File: config.mk
export PLATFORM = sky130hd
export DESIGN_NAME = pipelined_adder_32_flat
export DESIGN_NICKNAME = d
export VERILOG_FILES = /design/src/rtl/pipelined_adder_32_if.sv /design/src/rtl/pipelined_adder_32.sv /design/src/flat_wrapper.sv
export SDC_FILE = /design/constraint.sdc
export NUM_CORES = 1
export LEC_CHECK = 0
export CORE_AREA = 2 2 160 162
export DETAILED_ROUTE_END_ITERATION = 7
export DIE_AREA = 0 0 162 164
export GPL_ROUTABILITY_DRIVEN = 0
export SYNTH_ARGS = -nofsm -noshare
export SYNTH_HDL_FRONTEND = slang
export SYNTH_SLANG_ARGS = --single-unit
File: constraint.sdc
create_clock -name clk -period 2.9 [get_ports clk]
set_input_delay 0.435 -clock clk [delete_from_list [all_inputs] [get_ports clk]]
set_output_delay 0.435 -clock clk [all_outputs]
set_load 0.05 [all_outputs]
File: src/rtl/pipelined_adder_32_if.sv
// Operand/result bundle for the four-stage pipelined adder.
// The master side is the producer/consumer around the adder; the slave side is the adder itself.
interface pipelined_adder_32_if #(
  parameter int WIDTH = 32
);

  logic             en;
  logic             inValid;
  logic [WIDTH-1:0] a;
  logic [WIDTH-1:0] b;
  logic             cIn;
  logic [WIDTH-1:0] sum;
  logic             cOut;
  logic             ovf;
  logic             outValid;

  modport master (
    output en,
    output inValid,
    output a,
    output b,
    output cIn,
    input  sum,
    input  cOut,
    input  ovf,
    input  outValid
  );

  modport slave (
    input  en,
    input  inValid,
    input  a,
    input  b,
    input  cIn,
    output sum,
    output cOut,
    output ovf,
    output outValid
  );

endinterface

File: src/rtl/pipelined_adder_32.sv
// Pipelined WIDTH-bit adder: one SLICE-bit ripple-carry slice per stage, carry registered
// between stages. Operands are skewed on the way in so each slice meets its carry, and the
// finished low sum bytes are carried forward alongside so the full result leaves aligned.
// Latency is NUM_SLICES cycles, throughput one operation per cycle, en=0 freezes everything.
// The interface WIDTH must match this module's WIDTH.
module pipelined_adder_32 #(
  parameter int WIDTH = 32,
  parameter int SLICE = 8
) (
  input  logic                 clk,
  input  logic                 rstN,
  pipelined_adder_32_if.slave  bus
);

  localparam int NUM_SLICES = WIDTH / SLICE;
  localparam int LAST       = NUM_SLICES - 1;

  // Stage k sees the operand bits from its own slice upward, a carry-in, a valid bit and
  // the sum bytes already produced below it. Stage 0 sees the ports directly; every later
  // stage sees registers loaded from the stage before it.
  for (genvar k = 0; k < NUM_SLICES; k++) begin : g_stage
    localparam int LO = k * SLICE;
    localparam int HI = LO + SLICE - 1;

    logic [WIDTH-1:LO] op_a;
    logic [WIDTH-1:LO] op_b;
    logic              c_in;
    logic              v_in;
    logic [SLICE-1:0]  byte_sum;
    logic              c_out;
    logic [HI:0]       sum_full;

    assign {c_out, byte_sum} = {1'b0, op_a[HI:LO]} + {1'b0, op_b[HI:LO]} + {{SLICE{1'b0}}, c_in};

    if (k == 0) begin : g_src
      assign op_a     = bus.a;
      assign op_b     = bus.b;
      assign c_in     = bus.cIn;
      assign v_in     = bus.inValid;
      assign sum_full = byte_sum;
    end else begin : g_src
      logic [LO-1:0] lo_sum_q;

      assign sum_full = {byte_sum, lo_sum_q};

      // Advance the skewed operands, carry, valid and low sum bytes from the previous stage.
      always_ff @(posedge clk) begin
        if (!rstN) begin
          op_a     <= '0;
          op_b     <= '0;
          c_in     <= 1'b0;
          v_in     <= 1'b0;
          lo_sum_q <= '0;
        end else if (bus.en) begin
          op_a     <= g_stage[k-1].op_a[WIDTH-1:LO];
          op_b     <= g_stage[k-1].op_b[WIDTH-1:LO];
          c_in     <= g_stage[k-1].c_out;
          v_in     <= g_stage[k-1].v_in;
          lo_sum_q <= g_stage[k-1].sum_full;
        end
      end
    end
  end

  // Signed overflow: both operands share a sign and the result's sign differs from it.
  logic a_msb;
  logic b_msb;
  logic s_msb;
  logic ovf_next;

  assign a_msb    = g_stage[LAST].op_a[WIDTH-1];
  assign b_msb    = g_stage[LAST].op_b[WIDTH-1];
  assign s_msb    = g_stage[LAST].sum_full[WIDTH-1];
  assign ovf_next = (a_msb == b_msb) && (s_msb != a_msb);

  // Register the completed result of the top slice as the visible output.
  always_ff @(posedge clk) begin
    if (!rstN) begin
      bus.sum      <= '0;
      bus.cOut     <= 1'b0;
      bus.ovf      <= 1'b0;
      bus.outValid <= 1'b0;
    end else if (bus.en) begin
      bus.sum      <= g_stage[LAST].sum_full;
      bus.cOut     <= g_stage[LAST].c_out;
      bus.ovf      <= ovf_next;
      bus.outValid <= g_stage[LAST].v_in;
    end
  end

endmodule

File: src/flat_wrapper.sv
// flat-port wrapper written by rule: the top's interface ports become plain ports
module pipelined_adder_32_flat 
#(
  parameter int WIDTH = 32,
  parameter int SLICE = 8
)
  (clk, rstN, bus_en, bus_inValid, bus_a, bus_b, bus_cIn, bus_sum, bus_cOut, bus_ovf, bus_outValid);
  pipelined_adder_32_if #(.WIDTH(WIDTH)) bus_i ();
  input  logic clk;
  input  logic rstN;
  input wire logic [$bits(bus_i.en)-1:0] bus_en;
  input wire logic [$bits(bus_i.inValid)-1:0] bus_inValid;
  input wire logic [$bits(bus_i.a)-1:0] bus_a;
  input wire logic [$bits(bus_i.b)-1:0] bus_b;
  input wire logic [$bits(bus_i.cIn)-1:0] bus_cIn;
  output wire logic [$bits(bus_i.sum)-1:0] bus_sum;
  output wire logic [$bits(bus_i.cOut)-1:0] bus_cOut;
  output wire logic [$bits(bus_i.ovf)-1:0] bus_ovf;
  output wire logic [$bits(bus_i.outValid)-1:0] bus_outValid;
  assign bus_i.en = bus_en;
  assign bus_i.inValid = bus_inValid;
  assign bus_i.a = bus_a;
  assign bus_i.b = bus_b;
  assign bus_i.cIn = bus_cIn;
  assign bus_sum = bus_i.sum;
  assign bus_cOut = bus_i.cOut;
  assign bus_ovf = bus_i.ovf;
  assign bus_outValid = bus_i.outValid;
  pipelined_adder_32 #(.WIDTH(WIDTH), .SLICE(SLICE)) u_core (.clk(clk), .rstN(rstN), .bus(bus_i));
endmodule
* Word-level counts from Yosys, hierarchy flattened *
Cells that the tools add are included.
Widths: inputs -> output; s select.

cells by class
  add/subtract/negate cells = 8
  equality and inequality tests = 2
  reductions and logical operators = 1

operators with widths
  operator           number
  $add 8x8->9        4
  $add 9x1->9        4
  $eq 1x1->1         1
  $logic_and 1x1->1  1
  $ne 1x1->1         1

storage, ports and cells
  register bits after elaboration = 185
  output and inout bits = 35
  logic and storage cells = 30

* Logic depth before layout (Yosys ltp) *
  word-level depth = 4
  gate-level depth with buffers = 8
  mapped depth without buffers = 8

* Worst setup path after synthesis *
Ideal clock, no wire load.

  path type = input to register
  start point = input bus_cIn
  end point = register u_core.g_stage[1].g_src.lo_sum_q[6]
  library setup time = 0.117 ns
  data arrival time = 2.143 ns
  data required time = 2.783 ns
  slack = 0.639 ns
  stages = 8
  buffers on the path = 0
  cell sequence = fa_1 > inv_1 > fa_1 > nor2b_4 > o31a_1 > o21a_1 > or3_1 > a32o_1

between the ends
  longest elaborated chain between the ends = 1

RTL lines
  what                    RTL line                  source
  start: declaration      flat_wrapper.sv:15        input wire logic [$bits(bus_i.cIn)-1:0] bus_cIn;
  $add 9x1->9             pipelined_adder_32.sv:33  assign {c_out, byte_sum} = {1'b0, op_a[HI:LO]} + {1'b0, op_b[HI:LO]} + {{SLICE{1'b0}}, c_in};
  end signal: assignment  pipelined_adder_32.sv:59  lo_sum_q <= g_stage[k-1].sum_full;
  end: declaration        pipelined_adder_32.sv:42  logic [LO-1:0] lo_sum_q;

Every way passes these cells.
A chain may end at the register's enable or synchronous reset.

* Worst setup path after layout *
Ends and elaborated chain as after synthesis.

==> metrics.md <==
| Metric | Value |
|---|---|
| Row count | 58 |
| Largest net degree at the start of global routing | between 100 and 150 |
| Share of cells above drive strength 1 | 0.0493 |
| Element type at the critical path end | flop |
| Max Fanout on Critical Path | 2 |
| Worst Setup EP | u_core.g_stage[1].g_src.lo_sum_q[6] |
| Post-place setup slack | 59.6 ps |
| Mapped Cells | roughly 750 |
| Placed inst area | between 0.009 and 0.01 mm^2 |
| Max Cap Viol | 0 |
| Detail Route Antenna Nets | 0 |
| Clock Tree Buf Depth | 2 |
| Reg clk slew, reported paths | approximately 70 ps |
| Highest Clock Rate | slightly above 400 MHz |
| Hold buffer count at cts | 0 |
| CTS sink cnt | approximately 190 |
| Drt drc | 0 |
| Clock Tree Root | clkbuf_16 |
| Crit path from | bus_cIn |
| Input/output buffers | between 100 and 150 |
| Post-CTS Setup Bufs | 0 |
| Final Setup Violations | 0 |
| WL per Instance | 13.3 um |
| Area grow syn2layout | 23.5% |
| DP HPWL | between 10000 and 15000 um |
| Clock period minus worst slack | 2410 ps |
| Synthesis-stage register bit count | around 190 |
| Fillers | ~2400 |
| Outcome | finished, final reports clean |
| Crit start category | input pin |
| Largest cells by area after synthesis | dfxtp_1 46%, mux2i_1 20%, nor2b_1 13% |
| Inserted Clock Buffers | 17 |
| Count of different cell masters after synthesis | 33 |
| Die Wd | ~160 um |
| Cell area after layout | between 0.01 and 0.015 mm^2 |
| Clock Latency Late Sink | ~420 ps |
| Setup TNS | 0 ps |
| Final wirelength | around 16000 um |
| Total number of vias | 5291 |
| Die extent in y | between 150 and 200 um |
| Drt pass-1 iters | 4 |
| Worst-Margin Slew | 715 ps |
| Netlist Area Pre-Place | ~0.008 mm^2 |
| First-pass GRT wire length | around 26000 um |
| Syn nets | roughly 860 |
| Sequential share of the synthesized area | 0.457 |
| Most used cell, CP | fa_1 |
| Num ports | around 100 |
| Worst r2r path cells | 8 |
| Asr flop ratio synth | 0 |
| Total power draw | between 5 and 6 mW |
| Required @ worst endpoint | 3210 ps |
| Total GRT Usage | 0.122 |
| CTS tree | yes |
| DIE AREA | approximately 0.027 mm^2 |
| HP Class | input pin to flop |
| Clk_skew | ~10 ps |
| Hold Fails Final Rpt | 0 |
| RR Startpoint | u_core.g_stage[1].c_in |
| GR Overflow Total | 0 |
| Crit Path Class | input pin to flop |
| Global-route met3 utilization | 0.0278 |
| Post-cts resize count | 0 |
| Max incr delay on CP | between 400 and 500 ps |
| Initial drt markers | 190 |
| Post-synth EDFFs | 0 |
| Initial core utilization | 0.327 |
| Data arrival, critical path | ~2700 ps |
| Count leader, synth | dfxtp_1 |
| Yosys top cell by area | dfxtp_1 |
| Final period util | 0.832 |
| Min-delay src | rstN |
| GR Util met1 | 0.171 |
| Initial antenna violation count | 0 |
| Yosys warns | 0 |
| Prevailing post-synth register cell | dfxtp_1 |
| Core area | around 0.025 mm^2 |
| Setup slack, reg-to-reg | approximately 550 ps |
| Vias/cell | around 4.5 |
| R2r endpoint | u_core.g_stage[2].g_src.lo_sum_q[14] |
| Static leakage | approximately 4.1 nW |
| Syn_area_per_cell | 10.8 um^2 |
| Ant diodes | 0 |
| Met2 Use GR | 0.184 |
| Worst rel slew slack | 0.523 |
| Final #Nets | approximately 940 |
| Crit-path slowest cell | fa_1 |
| Share of Yosys cell area claimed by the top area cell type | 0.457 |
| RSZ-0062 raised after global routing | no |
| Final worst slack | between 400 and 500 ps |
| GRT busiest layer | met2 |
| CP Cell Sequence | clkdlybuf4s50_1 > fa_1 > inv_1 > fa_1 > nor2b_4 > o31a_1 > o21a_1 > or3_1 > a32o_1 |
| Top post-synthesis cells by count | 185 x dfxtp_1, 166 x nor2b_1, 163 x mux2i_1 |
| Maximum vdd ir drop | 0.277 mV |
| H-tree levels | 4 |
| Max Transition Viols Final | 0 |
| Vias in the first global route | 5103 |
| Pwr/cell area | around 560 mW/mm^2 |
==> report_power, final <==
part	internal [mW]	switching, mW
Clock	1.30	0.980
Sequential	2.65	0.0643
Combinational	0.323	0.276
Total	4.27	1.32
==> final cells by class <==
class	instances	area, um^2	area share
Timing Repair Buffer	111	1120	0.112
Multi-Input combinational cell	515	4180	0.417
Clock buffer	22	454	0.0453
Clock inverter	10	119	0.0119
Sequential cell	185	3700	0.370
Tap cell	330	413	0.0412
Inverter	9	33.8	0.00337
==> cells by family (layout without fill, tap and decap cells) <==
group,count (synthesis),after routing,share of synthesized area
xor+xnor,10,10,0.0108
simple gates,225,225,0.172
flops,185,185,0.457
mux,163,163,0.201
buf+inv,54,152,0.0284
fa+ha+maj,36,36,0.0630
compound gates,81,81,0.0676
==> through the flow <==
stage | util | instances | hold slack (ps)
floorplan | - | 754 | 442
global placement | 0.381 | 1150 | 462
detailed placement | 0.381 | 1150 | 471
CTS | 0.404 | 1182 | 387
global route | 0.404 | 1182 | 402
finish | 0.404 | 1182 | 412
==> flip-flops by register name, summed over array words and instances (netlist names) <==
| name | flops |
|---|---|
| u_core.g_stage.g_src.lo_sum_q | 48 |
| u_core.g_stage.op_a | 48 |
| u_core.g_stage.op_b | 48 |
| u_core.bus.sum | 32 |
| u_core.g_stage.c_in | 3 |
| u_core.g_stage.v_in | 3 |
| u_core.bus.cOut | 1 |
| u_core.bus.outValid | 1 |
| u_core.bus.ovf | 1 |
==> worst min path at each step <==
stage / cells after the start / to / slack, ps
6_report: 2 / u_core.g_stage[3].op_b[26] / 410
5_1_grt: 2 / u_core.bus.cOut / 400
4_1_cts: 2 / u_core.g_stage[3].op_b[27] / 390
3_5_place_dp: 1 / u_core.g_stage[3].g_src.lo_sum_q[22] / 470
3_3_place_gp: 1 / u_core.g_stage[3].g_src.lo_sum_q[22] / 460
2_1_floorplan: 1 / u_core.g_stage[1].g_src.lo_sum_q[6] / 440
==> per-layer routing <==
metal	vias to the layer above	part of all wire
met3	15	0.033
met5	-	0
li1	2783	-
met1	2426	0.53
met4	0	0.014
met2	67	0.42
==> critical path: cells and delay by family <==
family                     cells  cell delay, ps
adders and majority gates      2             700
buffers and inverters          2             530
and+or+nand+nor                2             360
AOI/OAI and AO/OA              3             680
==> cells in the final DEF, fill, tap and decap left out, types with 12 or more instances in the layout <==
cell type	count
a21oi_1	19
clkbuf_16	17
clkdlybuf4s50_1	101
dfxtp_1	185
ha_1	28
mux2i_1	163
nand2_1	12
nand3b_1	12
nor2b_1	166
o21ai_0	17
(Power assumes the default switching activity.)
